[config.mk]
export PLATFORM = sky130hd
export DESIGN_NAME = wr_full_ctrl
export DESIGN_NICKNAME = d
export VERILOG_FILES = /design/src/rtl/fifo_pkg.sv /design/src/rtl/sync_2ff.sv /design/src/rtl/wr_full_ctrl.sv
export SDC_FILE = /design/constraint.sdc
export NUM_CORES = 1
export LEC_CHECK = 0
export ABC_AREA = 1
export ABC_CLOCK_PERIOD_IN_PS = 2500
export CORE_MARGIN = 2
export CORE_UTILIZATION = 40
export CTS_BUF_LIST = sky130_fd_sc_hd__clkbuf_8
export CTS_CLUSTER_SIZE = 12
export DETAILED_ROUTE_END_ITERATION = 10
export HOLD_SLACK_MARGIN = 0.06
export PLACE_DENSITY_LB_ADDON = 0.1
export RECOVER_POWER = 100
export SLEW_MARGIN = 20
export SYNTH_ARGS = -nofsm -noshare
export SYNTH_HDL_FRONTEND = slang
export SYNTH_SLANG_ARGS = --single-unit
[constraint.sdc]
create_clock -name clk -period 2.5 [get_ports clk]
set_clock_uncertainty 0.15 [all_clocks]
set_input_delay 0.375 -clock clk [delete_from_list [all_inputs] [get_ports clk]]
set_output_delay 0.375 -clock clk [all_outputs]
set_load 0.02 [all_outputs]
[src/rtl/fifo_pkg.sv]
// Shared FIFO pointer helpers used by both the write-side full logic and the
// read-side empty logic.
package fifo_pkg;

    localparam int ADDR_WIDTH_DEFAULT = 5;
    localparam int GRAY_MAX_W         = 32;

    typedef logic [GRAY_MAX_W-1:0] gray_word_t;

    function automatic gray_word_t bin2gray(input gray_word_t bin);
        return bin ^ (bin >> 1);
    endfunction

    // Pointers narrower than GRAY_MAX_W arrive zero-extended, so the prefix XOR
    // over the full word gives the right answer for any pointer width.
    function automatic gray_word_t gray2bin(input gray_word_t gray);
        gray_word_t bin;
        bin = '0;
        for (int i = 0; i < GRAY_MAX_W; i++) begin
            bin[i] = ^(gray >> i);
        end
        return bin;
    endfunction

endpackage

[src/rtl/sync_2ff.sv]
// Two-flop synchronizer for a Gray-coded pointer crossing into this clock domain.
// Only one bit changes per source update, so the captured word is always valid.
module sync_2ff #(
    parameter int width = 1
) (
    input  logic             clk,
    input  logic             rst_n,
    input  logic [width-1:0] din,
    output logic [width-1:0] dout
);

    logic [width-1:0] meta_d, meta_q;
    logic [width-1:0] sync_d, sync_q;

    always_comb begin
        meta_d = din;
        sync_d = meta_q;
    end

    // NOTE: non-blocking assignments let both stages sample their inputs from the
    // same edge; blocking here would collapse the chain into a single flop.
    always_ff @(posedge clk or negedge rst_n) begin
        if (!rst_n) begin
            meta_q <= '0;
            sync_q <= '0;
        end else begin
            meta_q <= meta_d;
            sync_q <= sync_d;
        end
    end

    assign dout = sync_q;

endmodule

[src/rtl/wr_full_ctrl.sv]
// Write-side full/almost-full/level control for an async FIFO: synchronizes the
// read pointer, publishes the Gray write pointer and tracks a sticky overflow flag.
module wr_full_ctrl
    import fifo_pkg::*;
#(
    parameter int Addr_width      = ADDR_WIDTH_DEFAULT,
    parameter int Almost_full_thr = 28
) (
    input  logic                clk,
    input  logic                rst,
    input  logic                wr_en,
    input  logic [Addr_width:0] wr_addr,
    input  logic [Addr_width:0] rd_ptr_gray,
    input  logic                ovf_clr,
    output logic                full,
    output logic                almost_full,
    output logic                mem_wr_en,
    output logic [Addr_width:0] wr_ptr_gray,
    output logic [Addr_width:0] wr_level,
    output logic                wr_ovf
);

    localparam int PtrW = Addr_width + 1;

    logic [PtrW-1:0] rd_gray_s;
    logic [PtrW-1:0] rd_bin_s;
    logic [PtrW-1:0] wr_gray_now;
    logic [PtrW-1:0] wr_ptr_gray_d, wr_ptr_gray_q;
    logic            wr_ovf_d, wr_ovf_q;

    sync_2ff #(
        .width (PtrW)
    ) u_rd_sync (
        .clk   (clk),
        .rst_n (rst),
        .din   (rd_ptr_gray),
        .dout  (rd_gray_s)
    );

    // NOTE: every output of this block is assigned unconditionally at the top,
    // so no path through it can leave a signal unassigned and infer a latch.
    always_comb begin
        wr_gray_now = PtrW'(bin2gray(gray_word_t'(wr_addr)));
        rd_bin_s    = PtrW'(gray2bin(gray_word_t'(rd_gray_s)));

        // Full when the write pointer is exactly one lap ahead: in Gray code that
        // is the read pointer with its two top bits inverted.
        full        = (wr_gray_now == {~rd_gray_s[PtrW-1:PtrW-2], rd_gray_s[PtrW-3:0]});
        wr_level    = wr_addr - rd_bin_s;
        almost_full = full | (int'(wr_level) >= Almost_full_thr);
        mem_wr_en   = wr_en & ~full;

        wr_ptr_gray_d = wr_gray_now;
        // Set wins over clear so a write rejected in the clearing cycle is not lost.
        wr_ovf_d      = (wr_ovf_q & ~ovf_clr) | (wr_en & full);
    end

    always_ff @(posedge clk or negedge rst) begin
        if (!rst) begin
            wr_ptr_gray_q <= '0;
            wr_ovf_q      <= 1'b0;
        end else begin
            wr_ptr_gray_q <= wr_ptr_gray_d;
            wr_ovf_q      <= wr_ovf_d;
        end
    end

    assign wr_ptr_gray = wr_ptr_gray_q;
    assign wr_ovf      = wr_ovf_q;

endmodule

==> results_tabular.tex <==
\begin{tabular}{lr}
\hline
Metric & Value \\
\hline
\multicolumn{2}{l}{\textbf{Outcome}} \\
Run status & finished with violations \\
Violated checks & setup timing \\
\multicolumn{2}{l}{\textbf{Timing}} \\
\# setup viols final & 7 \\
Highest attainable clock frequency & about 340 MHz \\
Post-Route Setup TNS & -1.984 ns \\
Minimum period implied by the final worst setup slack & 2.975 ns \\
Final hold violation count & 0 \\
Worst Max-Slew Pin Slew & about 1.0 ns \\
Final Slew Violations & 0 \\
Unrepaired setup endpoints after global routing & yes \\
Smallest setup slack after layout & -0.4748 ns \\
Max\_slew headroom & a little under a third \\
Period utilisation layout & 119.0\% \\
\multicolumn{2}{l}{\textbf{Synth}} \\
Sequential cell area fraction in the yosys report & about 47\% \\
Post-synth cell types & 13 \\
Netlist area before placement & between 0.001 and 0.0015 mm² \\
Number of nets produced by synthesis & 144 \\
Post-synthesis sequential element count & 19 \\
Synth Instances & 122 \\
Post-Syn Area per Cell & roughly 8.2 µm² \\
Warnings from Yosys & 0 \\
\multicolumn{2}{l}{\textbf{Floorplan}} \\
Vertical die dimension & roughly 54 µm \\
Area of the die & 0.002928 mm² \\
Ports & 32 \\
Initial Util & around two fifths \\
Area of the core & 0.002432 mm² \\
Site Rows & 18 \\
Die width & 54.12 µm \\
\multicolumn{2}{l}{\textbf{Final layout}} \\
Commonest cells after routing, fill and taps aside & sky130\_fd\_sc\_hd\_\_nand2\_1, sky130\_fd\_sc\_hd\_\_buf\_4, sky130\_fd\_sc\_hd\_\_inv\_1, sky130\_fd\_sc\_hd\_\_dfrtp\_1, sky130\_fd\_sc\_hd\_\_dlygate4sd3\_1 \\
Post-route cell area & between 0.0015 and 0.002 mm² \\
Net count, final & between 200 and 250 \\
Leading cell type in the layout, fill and taps excluded & sky130\_fd\_sc\_hd\_\_nand2\_1 \\
Share of post-route cells with drive strength above 1 & between 30 and 40\% \\
Relative area change from synthesis to final layout & 79.33\% \\
Ant diodes & 0 \\
Total of fill cells in the finished design & 174 \\
\multicolumn{2}{l}{\textbf{Job}} \\
Reported max-cap violation count & 0 \\
\multicolumn{2}{l}{\textbf{Clocking}} \\
Source-to-sink clock delay at the later pin of the worst-skew pair & 0.25 ns \\
Clock tree from TritonCTS & done \\
Hold Buf Count CTS & 0 \\
Root Buffer Master & sky130\_fd\_sc\_hd\_\_clkbuf\_8 \\
Post-CTS clock slew at the launch and capture registers of the worst setup and hold paths & about 0.070 ns \\
Number of H-tree branching levels & 1 \\
Clock tree buffer depth & 2 \\
Count of clock tree sinks & 19 \\
Number of clock buffers inserted by TritonCTS & 3 \\
\multicolumn{2}{l}{\textbf{GRT}} \\
First-pass GRT wire length & 4.133 mm \\
Total GRT Usage & around a fifth \\
Number of global-route vias before repair & approximately 1,100 \\
Number of antenna violations at the first check in global routing & 0 \\
Pin count of the biggest net entering global routing & 20 \\
Total global routing overflow & 0 \\
\multicolumn{2}{l}{\textbf{Routing}} \\
Router iterations before antenna repair & 6 \\
Total number of vias & approximately 1,000 \\
Antenna Nets Post-Route & 0 \\
DRC Markers & 0 \\
WL per Instance & 12.77 µm \\
Total routed wirelength & around 2.8 mm \\
Initial DRC count & 13 \\
Vias/cell & between 4 and 5 \\
\multicolumn{2}{l}{\textbf{Worst setup path}} \\
Flop-to-flop setup slack & between 1 and 1.5 ns \\
Reg2reg path depth & 9 \\
Reg-to-reg startpoint & u\_rd\_sync.dout[3] \\
Capture point of the worst reg-to-reg path & wr\_ovf \\
Kind of end point of the critical path & output pin \\
CP required & about 2.0 ns \\
Category of the critical setup timing path & flop to output pin \\
Worst setup startpoint & u\_rd\_sync.dout[5] \\
Data arrival at the endpoint of the critical path & $\sim$2.5 ns \\
Worst setup SP type & flop \\
CP Capture Point & almost\_full \\
Peak fanout along the critical path & 2 \\
\multicolumn{2}{l}{\textbf{Placed design}} \\
Port buffer count & 31 \\
Post-DP HPWL & around 1.8 mm \\
Placed Instance Area & about 0.0015 mm² \\
GPL Wtd Cong & between 0.7 and 0.8 \\
\multicolumn{2}{l}{\textbf{Pwr}} \\
Leakage dissipation & about 0.96 nW \\
Switch Pwr & slightly below 0.4 mW \\
Fraction of power spent switching nets & 35.52\% \\
Cell-internal power & between 0.7 and 0.8 mW \\
Proportion of power drawn by flip-flops and latches & between 20\% and 30\% \\
Part of the power in the clock network & 18.7\% \\
Power Density & slightly above 600 mW/mm² \\
Combinational share of power & 51.4\% \\
IR drop worst, VDD & between 0.5 and 0.6 mV \\
\multicolumn{2}{l}{\textbf{Worst hold path}} \\
Type of the worst min-delay path & flop to flop \\
Hold\_sp & u\_rd\_sync.meta\_q[1] \\
\hline
\end{tabular}
==> flip-flops by register name, indices dropped and copies added (netlist names) <==
name / cells
u_rd_sync.meta_q: 6
u_rd_sync.dout: 6
wr_ovf: 1
wr_ptr_gray: 6
==> layout make-up <==
class	count	area, µm²	area share (%)
Tap cell	30	37.54	2.083
Multi-Input combinational cell	82	604.3	33.54
Sequential cell	19	475.5	26.39
Inverter	21	78.83	4.375
Timing Repair Buffer	64	560.5	31.11
Clock inverter	1	3.754	0.2083
Clock buffer	3	41.29	2.292
==> cells in the mapped netlist, drive strengths merged <==
cell | count | area, µm²
nand2 | 45 | 168.9
ha | 5 | 62.56
inv | 21 | 78.83
xor2 | 4 | 35.03
xnor2 | 4 | 50.05
nand3b | 1 | 7.510
fa | 1 | 20.02
dfrtp | 19 | 475.5
nand4 | 1 | 6.260
nand3 | 14 | 70.07
nor2 | 4 | 15.01
a21oi | 3 | 15.01
==> critical path: stages, from the launching register on <==
cell                      delay, ns
sky130_fd_sc_hd__dfrtp_1       0.41
sky130_fd_sc_hd__xnor2_2       0.23
sky130_fd_sc_hd__xnor2_2       0.16
sky130_fd_sc_hd__xor2_1        0.19
sky130_fd_sc_hd__ha_2          0.20
sky130_fd_sc_hd__inv_2         0.04
sky130_fd_sc_hd__fa_2          0.38
sky130_fd_sc_hd__nand3_2       0.10
sky130_fd_sc_hd__nand2_2       0.08
sky130_fd_sc_hd__nand2_2       0.09
sky130_fd_sc_hd__nand2_2       0.06
sky130_fd_sc_hd__nand3_2       0.06
sky130_fd_sc_hd__nand3_2       0.07
sky130_fd_sc_hd__buf_6         0.13
==> repair_timing <==
| item | CTS | global route |
|---|---|---|
| buffers inserted | 6 | 5 |
| resized for setup | 54 | 16 |
| pin swaps | 16 | 9 |
| endpoints found under the setup margin | 9 | 8 |
==> cell families (layout without fill, tap and decap cells) <==
| kind of cell | count (synthesis) | in the layout | synth area share (%) |
|---|---|---|---|
| flip-flops | 19 | 19 | 47.32 |
| AO/OA/AOI/OAI | 3 | 3 | 1.494 |
| AND/OR/NAND/NOR | 65 | 65 | 26.65 |
| adder cells (fa/ha/maj) | 6 | 6 | 8.219 |
| buffers and inverters | 21 | 89 | 7.846 |
| XOR/XNOR | 8 | 8 | 8.468 |
==> layer usage <==
| metal | global-route usage [%] | part of all wire, % | vias to the layer above |
|---|---|---|---|
| li1 | - | - | 512 |
| met1 | 20.49 | 37 | 484 |
| met2 | 37.60 | 57 | 26 |
| met3 | 4.444 | 3.5 | 6 |
| met4 | 11.67 | 1.9 | 0 |
| met5 | 0 | 0 | - |
==> power by group through the flow <==
| stage | logic [mW] | registers, mW | clock network (mW) |
|---|---|---|---|
| 6_report | 0.570 | 0.332 | 0.207 |
| 5_1_grt | 0.608 | 0.334 | 0.224 |
| 4_1_cts | 0.508 | 0.333 | 0.214 |
| 3_5_place_dp | 0.443 | 0.339 | 0 |
| 3_3_place_gp | 0.433 | 0.337 | 0 |
| 2_1_floorplan | 0.225 | 0.348 | 0 |
==> metrics by stage <==
step                hold WS, ns  instances  total power [mW]  setup WS [ns]  util, %
floorplan              -0.07059        122            0.5729        -0.1225        -
global placement         0.1822        206            0.7701        -0.5783    63.63
detailed placement       0.1847        206            0.7812        -0.6797    63.63
CTS                      0.2023        216             1.055        -0.4520    70.06
global route             0.2171        220             1.167        -0.5337    74.07
finish                   0.2016        220             1.109        -0.4748    74.07
==> how the worst min path moves through the flow <==
| stage | to | slack (ns) | depth (start not counted) |
|---|---|---|---|
| after floorplan | u_rd_sync.dout[0] | -0.07 | 0 |
| after global placement | u_rd_sync.dout[0] | 0.18 | 0 |
| after detailed placement | u_rd_sync.dout[3] | 0.18 | 0 |
| after CTS | u_rd_sync.dout[2] | 0.20 | 0 |
| after global routing | u_rd_sync.dout[2] | 0.22 | 0 |
| final | u_rd_sync.dout[1] | 0.20 | 0 |
Note: power is estimated with default switching activity, not from simulation.
